$ cat src/rtl/if_pkg.sv
// Shared definitions for the instruction-fetch stage.
//   OPC_JAL / OPC_BRANCH : RV32 opcodes recognised by the static predictor
//   NOP_INSTR            : addi x0,x0,0, loaded into IF/ID when it is empty
//   if_state_e           : fetch FSM state encoding
//   word_align()         : clears the two byte-offset bits of an address
package if_pkg;

  localparam logic [6:0]  OPC_JAL    = 7'b1101111;
  localparam logic [6:0]  OPC_BRANCH = 7'b1100011;
  localparam logic [31:0] NOP_INSTR  = 32'h0000_0013;

  typedef enum logic [1:0] {
    ST_IDLE = 2'd0,
    ST_REQ  = 2'd1,
    ST_WAIT = 2'd2,
    ST_HOLD = 2'd3
  } if_state_e;

  function automatic logic [31:0] word_align(input logic [31:0] addr);
    return {addr[31:2], 2'b00};
  endfunction

endpackage

$ cat src/rtl/static_predictor.sv
// Static next-PC predictor for one fetched word (purely combinational).
//   pc      in  32  address the word was fetched from
//   instr   in  32  fetched instruction word
//   taken   out 1   prediction redirected the fetch stream
//   next_pc out 32  predicted address of the following fetch
// JAL and backward conditional branches are predicted taken; everything
// else (JALR, forward branches, non-control words) falls through to pc+4.
// With PREDICT_EN=0 the output is always pc+4, not taken.
module static_predictor
  import if_pkg::*;
#(
  parameter bit PREDICT_EN = 1'b1
) (
  input  logic [31:0] pc,
  input  logic [31:0] instr,
  output logic        taken,
  output logic [31:0] next_pc
);

  logic [31:0] imm_j;
  logic [31:0] imm_b;

  assign imm_j = {{12{instr[31]}}, instr[19:12], instr[20], instr[30:21], 1'b0};
  assign imm_b = {{20{instr[31]}}, instr[7], instr[30:25], instr[11:8], 1'b0};

  always_comb begin
    taken   = 1'b0;
    next_pc = pc + 32'd4;
    if (PREDICT_EN) begin
      if (instr[6:0] == OPC_JAL) begin
        taken   = 1'b1;
        next_pc = pc + imm_j;
      end else if ((instr[6:0] == OPC_BRANCH) && instr[31]) begin
        // sign bit set means a negative offset: loop back-edge
        taken   = 1'b1;
        next_pc = pc + imm_b;
      end
    end
  end

endmodule

$ cat src/rtl/if_stage.sv
// Instruction-fetch stage: owns the PC, drives a single-outstanding
// req/gnt/rvalid instruction port and loads the IF/ID pipeline register.
//   clk, reset_n              clock, asynchronous active-low reset
//   hazard_stall              hold IF/ID, no new delivery
//   hazard_flush              clear IF/ID, kill the in-flight fetch
//   redirect_valid/_pc        EX correction; implies flush, [1:0] ignored
//   imem_req/_addr/_gnt       fetch request channel (addr = pc_q)
//   imem_rvalid/_rdata        fetch response channel
//   IF_ID_*                   PC, word, prediction flag, valid of IF/ID
//
// state | meaning
// ------+-----------------------------------------------------------
// IDLE  | first cycle after reset release, nothing requested yet
// REQ   | imem_req high at pc_q, waiting for gnt
// WAIT  | request accepted, waiting for rvalid (kill drops the reply)
// HOLD  | reply parked in the 1-entry buffer while the pipe is stalled
module if_stage
  import if_pkg::*;
#(
  parameter logic [31:0] RESET_PC   = 32'h0000_0000,
  parameter bit          PREDICT_EN = 1'b1
) (
  input  logic        clk,
  input  logic        reset_n,
  input  logic        hazard_stall,
  input  logic        hazard_flush,
  input  logic        redirect_valid,
  input  logic [31:0] redirect_pc,
  output logic        imem_req,
  output logic [31:0] imem_addr,
  input  logic        imem_gnt,
  input  logic        imem_rvalid,
  input  logic [31:0] imem_rdata,
  output logic [31:0] IF_ID_PC,
  output logic [31:0] IF_ID_Instruction,
  output logic        IF_ID_jump_branch_taken,
  output logic        IF_ID_enable_out
);

  if_state_e   state_q, state_d;
  logic [31:0] pc_q, pc_d;
  logic        kill_q, kill_d;
  logic [31:0] buf_pc_q, buf_pc_d;
  logic [31:0] buf_instr_q, buf_instr_d;
  logic        buf_taken_q, buf_taken_d;

  logic        squash;
  logic        deliver;
  logic [31:0] dlv_pc;
  logic [31:0] dlv_instr;
  logic        dlv_taken;
  logic        pred_taken;
  logic [31:0] pred_next_pc;

  assign squash    = hazard_flush | redirect_valid;
  assign imem_addr = pc_q;

  static_predictor #(
    .PREDICT_EN(PREDICT_EN)
  ) u_predictor (
    .pc     (pc_q),
    .instr  (imem_rdata),
    .taken  (pred_taken),
    .next_pc(pred_next_pc)
  );

  always_comb begin
    state_d     = state_q;
    pc_d        = pc_q;
    kill_d      = kill_q;
    buf_pc_d    = buf_pc_q;
    buf_instr_d = buf_instr_q;
    buf_taken_d = buf_taken_q;
    imem_req    = 1'b0;
    deliver     = 1'b0;
    dlv_pc      = pc_q;
    dlv_instr   = imem_rdata;
    dlv_taken   = pred_taken;

    case (state_q)
      ST_IDLE: state_d = ST_REQ;

      ST_REQ: begin
        imem_req = 1'b1;
        if (imem_gnt) begin
          state_d = ST_WAIT;
          // a squash landing on the grant cycle still has a reply coming
          kill_d  = squash;
        end
      end

      ST_WAIT: begin
        if (imem_rvalid) begin
          state_d = ST_REQ;
          kill_d  = 1'b0;
          if (!kill_q && !squash) begin
            pc_d = word_align(pred_next_pc);
            if (hazard_stall) begin
              state_d     = ST_HOLD;
              buf_pc_d    = pc_q;
              buf_instr_d = imem_rdata;
              buf_taken_d = pred_taken;
            end else begin
              deliver = 1'b1;
            end
          end
        end else if (squash) begin
          kill_d = 1'b1;
        end
      end

      ST_HOLD: begin
        if (squash) begin
          // refetch the dropped word unless a redirect overrides below
          state_d = ST_REQ;
          pc_d    = buf_pc_q;
        end else if (!hazard_stall) begin
          state_d   = ST_REQ;
          deliver   = 1'b1;
          dlv_pc    = buf_pc_q;
          dlv_instr = buf_instr_q;
          dlv_taken = buf_taken_q;
        end
      end

      default: state_d = ST_IDLE;
    endcase

    if (redirect_valid) begin
      pc_d = word_align(redirect_pc);
    end
  end

  always_ff @(posedge clk or negedge reset_n) begin
    if (!reset_n) begin
      state_q     <= ST_IDLE;
      pc_q        <= RESET_PC;
      kill_q      <= 1'b0;
      buf_pc_q    <= 32'd0;
      buf_instr_q <= NOP_INSTR;
      buf_taken_q <= 1'b0;
    end else begin
      state_q     <= state_d;
      pc_q        <= pc_d;
      kill_q      <= kill_d;
      buf_pc_q    <= buf_pc_d;
      buf_instr_q <= buf_instr_d;
      buf_taken_q <= buf_taken_d;
    end
  end

  always_ff @(posedge clk or negedge reset_n) begin
    if (!reset_n) begin
      IF_ID_PC                <= 32'd0;
      IF_ID_Instruction       <= NOP_INSTR;
      IF_ID_jump_branch_taken <= 1'b0;
      IF_ID_enable_out        <= 1'b0;
    end else if (squash) begin
      IF_ID_PC                <= 32'd0;
      IF_ID_Instruction       <= NOP_INSTR;
      IF_ID_jump_branch_taken <= 1'b0;
      IF_ID_enable_out        <= 1'b0;
    end else if (hazard_stall) begin
      IF_ID_enable_out        <= IF_ID_enable_out;
    end else if (deliver) begin
      IF_ID_PC                <= dlv_pc;
      IF_ID_Instruction       <= dlv_instr;
      IF_ID_jump_branch_taken <= dlv_taken;
      IF_ID_enable_out        <= 1'b1;
    end else begin
      IF_ID_enable_out        <= 1'b0;
    end
  end

endmodule

$ cat config.mk
export PLATFORM = sky130hd
export DESIGN_NAME = if_stage
export DESIGN_NICKNAME = d
export VERILOG_FILES = /design/src/rtl/if_pkg.sv /design/src/rtl/static_predictor.sv /design/src/rtl/if_stage.sv
export SDC_FILE = /design/constraint.sdc
export NUM_CORES = 1
export LEC_CHECK = 0
export CAP_MARGIN = 10
export CELL_PAD_IN_SITES_DETAIL_PLACEMENT = 1
export CELL_PAD_IN_SITES_GLOBAL_PLACEMENT = 1
export CORE_MARGIN = 5
export CORE_UTILIZATION = 25
export CTS_CLUSTER_DIAMETER = 50
export CTS_CLUSTER_SIZE = 30
export DETAILED_ROUTE_END_ITERATION = 10
export PLACE_DENSITY_LB_ADDON = 0.2
export RECOVER_POWER = 50
export SLEW_MARGIN = 5
export SYNTH_ARGS = -nofsm -noshare
export SYNTH_HDL_FRONTEND = slang
export SYNTH_SLANG_ARGS = --single-unit
$ cat constraint.sdc
create_clock -name clk -period 8.76 [get_ports clk]
set_input_delay 1.752 -clock clk [delete_from_list [all_inputs] [get_ports clk]]
set_output_delay 1.752 -clock clk [all_outputs]
set_load 0.01 [all_outputs]
==> results of run 1 <==
[layer usage]
layer / track usage / routed length [um] / vias to the layer above
met5: 0 / 0 / -
met4: 0.0398 / 638 / 0
met3: 0.0318 / 1550 / 34
met2: 0.276 / 19700 / 174
met1: 0.249 / 21500 / 5190
li1: - / - / 4852
[cells in the final DEF (no fill, tap or decap), types with 7 or more instances in the layout]
| master | instances |
|---|---|
| o21ai_1 | 8 |
| o211ai_1 | 12 |
| nor2_1 | 82 |
| mux2i_1 | 74 |
| ha_1 | 45 |
| nand2_1 | 101 |
| o21a_1 | 13 |
| clkbuf_1 | 8 |
| o22ai_1 | 17 |
| o21ai_0 | 115 |
| nor2b_1 | 13 |
| nand2b_1 | 8 |
| nor3_1 | 22 |
| a221oi_1 | 8 |
| xor2_1 | 32 |
| xnor2_1 | 20 |
| clkdlybuf4s50_1 | 118 |
| buf_4 | 17 |
| o221ai_1 | 9 |
| a31oi_1 | 14 |
| nand3_1 | 85 |
| a21oi_1 | 73 |
| clkbuf_16 | 17 |
| nand4_1 | 12 |
| or3_1 | 9 |
| o31ai_1 | 7 |
| mux2_2 | 64 |
| inv_1 | 22 |
| dfrtp_1 | 160 |
| and3_1 | 8 |
| dlygate4sd3_1 | 48 |
| a21o_1 | 16 |
| a211oi_1 | 27 |
[metrics by stage]
stage / hold WS [ps] / worst slack [ps] / total power (uW) / cell area, um2 / std cells
after floorplan: 480 / 4750 / 2060 / 11200 / 1249
after global placement: 485 / 3400 / 2620 / 13500 / 1943
after detailed placement: 492 / 3400 / 2650 / 13500 / 1943
after CTS: 502 / 3860 / 3490 / 14100 / 1975
after global routing: 512 / 2680 / 3690 / 14100 / 1975
final: 494 / 3170 / 3450 / 14100 / 1976
[registers in the layout, indices dropped and copies added (netlist names)]
name / count
IF_ID_PC: 32
buf_pc_q: 32
imem_addr: 32
buf_instr_q: 32
buf_taken_q: 1
IF_ID_enable_out: 1
state_q: 2
IF_ID_jump_branch_taken: 1
kill_q: 1
IF_ID_Instruction: 32
[power breakdown]
part	switching, uW	internal, uW	total [uW]	leakage [uW]
clock network	343	477	820	0.000290
registers	201	893	1090	0.00221
logic	892	648	1540	0.00337
total	1440	2020	3450	0.00587
[worst register-to-register path: cells and delay by family, from the launching register on]
kind            cells  cell delay [ps]
compound gates      2              310
fa+ha+maj           1              220
buf+inv             2              490
flops               1              450
simple gates        6             2190
[final timing paths]
| kind | cells after the start | start | to |
|---|---|---|---|
| worst max-delay path | 7 | redirect_valid | state_q[1] |
| worst min register to register | 2 | IF_ID_PC[3] | IF_ID_PC[3] |
| worst max register to register | 11 | state_q[0] | imem_addr[16] |
| worst min-delay path | 2 | IF_ID_PC[3] | IF_ID_PC[3] |
| max in group asynchronous | 2 | reset_n | IF_ID_Instruction[29] |
| min in group asynchronous | 1 | reset_n | buf_pc_q[21] |
[final cells by class]
class,count,area [um2],share of cell area
repair buffers,185,1800,0.128
well taps,592,741,0.0526
clock buffers,23,448,0.0318
diodes,1,2.50,0.000178
clock inverters,9,151,0.0107
flip-flops and latches,166,4160,0.295
inverters,23,86.3,0.00613
multi-input cells,977,6700,0.476
[cell families after synthesis]
group,count (synthesis),synth area share
compound gates,360,0.204
xor+xnor,52,0.0406
fa+ha+maj,48,0.0548
buf+inv,106,0.0372
flops,166,0.371
mux,139,0.131
simple gates,378,0.161
==> metrics.yaml, run 1 <==
finish:
  nets: 1489
  drive_gt1_frac: 0.0998
  area_growth_pct: 25.5
  fin_util: 0.318
  num-fill-cells: 5107
clock_tree:
  cts_max_level: 4
  cts_tree: "done"
  clk_latency_ps: 460
  cts.sinks: 166
  clockRootBuffer: "clkbuf_16"
  post_cts_resized: 0
  postCtsHoldBufs: 0
  cts_buffers: 17
  cts_setup_buffers: 0
  clkTransAtPathRegs_ps: 60
  cts_buffer_depth: 2
sta:
  setup_viol_count_final: 0
  max_freq_ghz: 0.179
  hold_viol: 0
  worstMarginPinSlew_ps: 3440
  slew_violations: 123
  skew_ps: 9.00
  slew-limit-headroom: -1.30
  fin_tns_setup_ps: 0
  period_needed_ps: 5590
  grt_setup_unrepaired: "no"
  period_share: 0.638
worst_setup_path:
  crit_chain: "clkdlybuf4s50_1 > buf_4 > nor2_4 > clkbuf_1 > a31oi_1 > o21ai_0 > o22ai_1"
  end_kind: "flip-flop"
  critPathTopFamily: "buffers and inverters"
  worstPathRequired_ps: 9080
  cp_max_fo: 66
  rrSetupSlack_ps: 4940
  slowest_stage: "clkbuf_1"
  crit_buf_inv: 3
  slowest_delay_ps: 2420
  cp.arrival_ps: 5910
  startpoint_type: "input pin"
  critPathKind: "in -> reg"
placement:
  numPortBuffers: 167
  gp_congestion: 0.871
  dp_hpwl_mm: 31.9
detailed_routing:
  wl_per_cell_um: 22.0
  num_vias: 10300
  wl_mm: 43.4
  ant_nets: 0
  viasPerCell: 5.19
  drt-initial-drc-count: 601
  drt_pass1_iterations: 5
  drc: 0
yosys:
  synth-edff-count: 0
  synth_cells: 1249
  ys_warn_count: 0
  ys_top_cells_by_count: "dfrtp_1 (160), o21ai_0 (116), nand2_1 (101)"
  syn_area_um2: 11200
  ys_ff_latch: 166
  synth.top_cell.area_share: 0.357
  synthFlopType: "dfrtp_1"
  synthArstFlopShare: 1.00
  ys_seq_area_frac: 0.371
  synth_area_leaders: "dfrtp_1 (36%), mux2i_1 (6.6%), mux2_2 (6.4%)"
  synthDistinctLibCells: 75
  synthMostInstantiatedCell: "dfrtp_1"
  synth_nets: 1368
  syn_area_per_cell_um2: 8.99
  yosys.area.top_type: "dfrtp_1"
grt:
  antenna_found_initial: 3
  grt_pass1_wl_mm: 67.4
  grt_max_degree: 83
  first_global_vias: 10600
  overflow: 0
  grt.total_usage: 0.174
run_status:
  violations: "max-capacitance violations, max-slew violations"
  outcome: "complete, but fails checks"
floorplan:
  die_width_um: 222
  die_h_um: 222
  core_area_um2: 44300
  dieArea_um2: 49200
  pin_count: 170
  start_util: 0.253
  rows: 77
hold_path:
  hold_class: "reg -> reg"
run:
  drv_cap: 2
pwr:
  peakVddDrop_v: 0.000127
  leakage_uw: 0.00587
  powerDensity_nw_per_um2: 245
Power figures use the tool's default switching activity.
==> run 2, diff against run 1 <==
- clock period: 8.76 -> 4.8 ns (I/O delays scaled with it)
==> run 2 against run 1 <==
The flow still finishes with violations (max-capacitance violations, max-slew violations). Clock-buffer cell count is 2 lower. Cell count increased by 0.61%. Via count down 0.84%. Core utilization up 0.21 points. Worst setup slack got worse by 2400 ps. First-iteration DRC count decreased by 14%. Largest power group unchanged. Critical path type unchanged.
==> metrics.yaml, run 2 (synthesized netlist as in run 1, its figures left out) <==
detailed_routing:
  drt_pass1_iterations: 5  # unchanged
  viasPerCell: 5.11  # -1.4%
  wl_per_cell_um: 22.1  # +0.63%
  ant_nets: 0  # unchanged
  wl_mm: 44.0  # +1.2%
  num_vias: 10200  # -0.84%
  drc: 0  # unchanged
  drt-initial-drc-count: 518  # -14%
clock_tree:
  cts_buffers: 17  # unchanged
  cts_buffer_depth: 2  # unchanged
  cts_max_level: 4  # unchanged
  cts_setup_buffers: 0  # unchanged
  clk_latency_ps: 470  # about the same
  cts.sinks: 166  # unchanged
  cts_tree: "done"
  clockRootBuffer: "clkbuf_16"
  clkTransAtPathRegs_ps: 70  # about the same
  postCtsHoldBufs: 0  # unchanged
  post_cts_resized: 0  # unchanged
sta:
  worstMarginPinSlew_ps: 2210  # -1230 ps
  grt_setup_unrepaired: "no"
  period_share: 0.835
  fin_tns_setup_ps: 0  # unchanged
  hold_viol: 0  # unchanged
  period_needed_ps: 4010
  whs_ps: 494  # -0.205 ps
  slew_violations: 320  # +160%
  slew-limit-headroom: -0.473  # +0.822
  setup_viol_count_final: 0  # unchanged
  max_freq_ghz: 0.250
  skew_ps: 16.1  # +7.09 ps
worst_setup_path:
  r2r_start: "imem_addr[6]"
  crit_chain: "clkdlybuf4s50_1 > ha_1 > a21oi_1 > o21ai_0 > a221oi_1 > a211oi_1 > nor4_1 > a21oi_1 > mux2_1 > o221ai_1 > a21oi_1"
  cp.arrival_ps: 4330  # -1580 ps
  timing.critical_path.mode_cell: "a21oi_1"
  slowest_stage: "clkdlybuf4s50_1"
  end_kind: "flip-flop"
  startpoint_type: "input pin"
  r2r_end: "imem_addr[28]"
  slowest_delay_ps: 570  # -1850 ps
  crit_path_end: "imem_addr[27]"
  rrSetupSlack_ps: 1320  # -3620 ps
  worstPathRequired_ps: 5120  # -3960 ps
  startpoint: "imem_rdata[30]"
  reg2reg_depth: 10  # -1
  cp_max_fo: 8  # -88%
  critPathKind: "in -> reg"
run_status:
  outcome: "complete, but fails checks"
  violations: "max-capacitance violations, max-slew violations"
pwr:
  powerDensity_nw_per_um2: 444  # +81%
  peakVddDrop_v: 0.000264  # +110%
  leakage_uw: 0.00590  # +0.49%
  finalPower_uw: 6300  # +82%
placement:
  numPortBuffers: 167  # unchanged
  gp_congestion: 0.885  # +1.6%
  dpl_cell_area_um2: 13600  # +0.98%
  dp_hpwl_mm: 32.5  # +1.8%
grt:
  first_global_vias: 10600  # -0.53%
  grt.total_usage: 0.176  # +0.00122
  antenna_found_initial: 1  # -2
  grt_pass1_wl_mm: 67.8  # +0.63%
  overflow: 0  # unchanged
  grt_max_degree: 85  # +2.4%
finish:
  layout_common_cells: "dfrtp_1 (160), clkdlybuf4s50_1 (128), o21ai_0 (116), nand2_1 (101), nand3_1 (85)"
  drive_gt1_frac: 0.110  # +0.0105
  diodes: 0  # -1
  fin_area_um2: 14200  # +0.67%
  num-fill-cells: 5130  # +0.45%
  nets: 1503  # +0.94%
  area_growth_pct: 26.4
  final_common_cell: "dfrtp_1"
floorplan:
  dieArea_um2: 49200  # unchanged
  core_area_um2: 44300  # unchanged
  rows: 77  # unchanged
  pin_count: 170  # unchanged
  start_util: 0.253  # unchanged
  die_h_um: 222  # unchanged
  die_width_um: 222  # unchanged
hold_path:
  hold_class: "reg -> reg"
run:
  drv_cap: 6  # +4
-- run 2: area by class of cell --
type | count | area [um2] | area share
clock inverter | 10 | 121 | 0.00856
inverter | 23 | 86.3 | 0.00609
timing repair buffer | 199 | 1920 | 0.135
clock buffer | 21 | 470 | 0.0332
sequential | 166 | 4160 | 0.293
multi-input combinational | 977 | 6690 | 0.471
tap | 592 | 741 | 0.0522
-- run 2: worst min path at each step --
stage	startpoint	depth (start not counted)	to
6_report	IF_ID_Instruction[7]	2	IF_ID_Instruction[7]
5_1_grt	buf_instr_q[21]	1	buf_instr_q[21]
4_1_cts	IF_ID_Instruction[7]	2	IF_ID_Instruction[7]
3_5_place_dp	IF_ID_Instruction[7]	2	IF_ID_Instruction[7]
3_3_place_gp	IF_ID_PC[11]	2	IF_ID_PC[11]
2_1_floorplan	buf_instr_q[16]	1	buf_instr_q[16]
-- run 2: through the flow --
step / setup WS, ps / util / std cells
floorplan: 1580 / - / 1249
detailed placement: 361 / 0.308 / 1956
global route: 403 / 0.320 / 1988
global placement: 332 / 0.308 / 1956
CTS: 832 / 0.321 / 1987
finish: 794 / 0.320 / 1988
-- run 2: metal layers --
layer	GRT usage	up-vias	share of wire	routed length [um]
met1	0.251	5137	0.50	22000
li1	-	4873	-	-
met2	0.278	137	0.46	20200
met3	0.0315	17	0.030	1340
met5	0	-	0	0
met4	0.0372	0	0.0094	413
-- run 2: where the power goes --
part / internal, uW / switching [uW]
Combinational: 1210 / 1640
Sequential: 1630 / 369
Clock: 808 / 642
Total: 3650 / 2650
-- run 2: critical path, delay by kind of cell --
family	cells	cell delay, ps
adder cells (fa/ha/maj)	1	480
buffers and inverters	1	570
AND/OR/NAND/NOR	1	370
AO/OA/AOI/OAI	7	1620
multiplexers	1	300
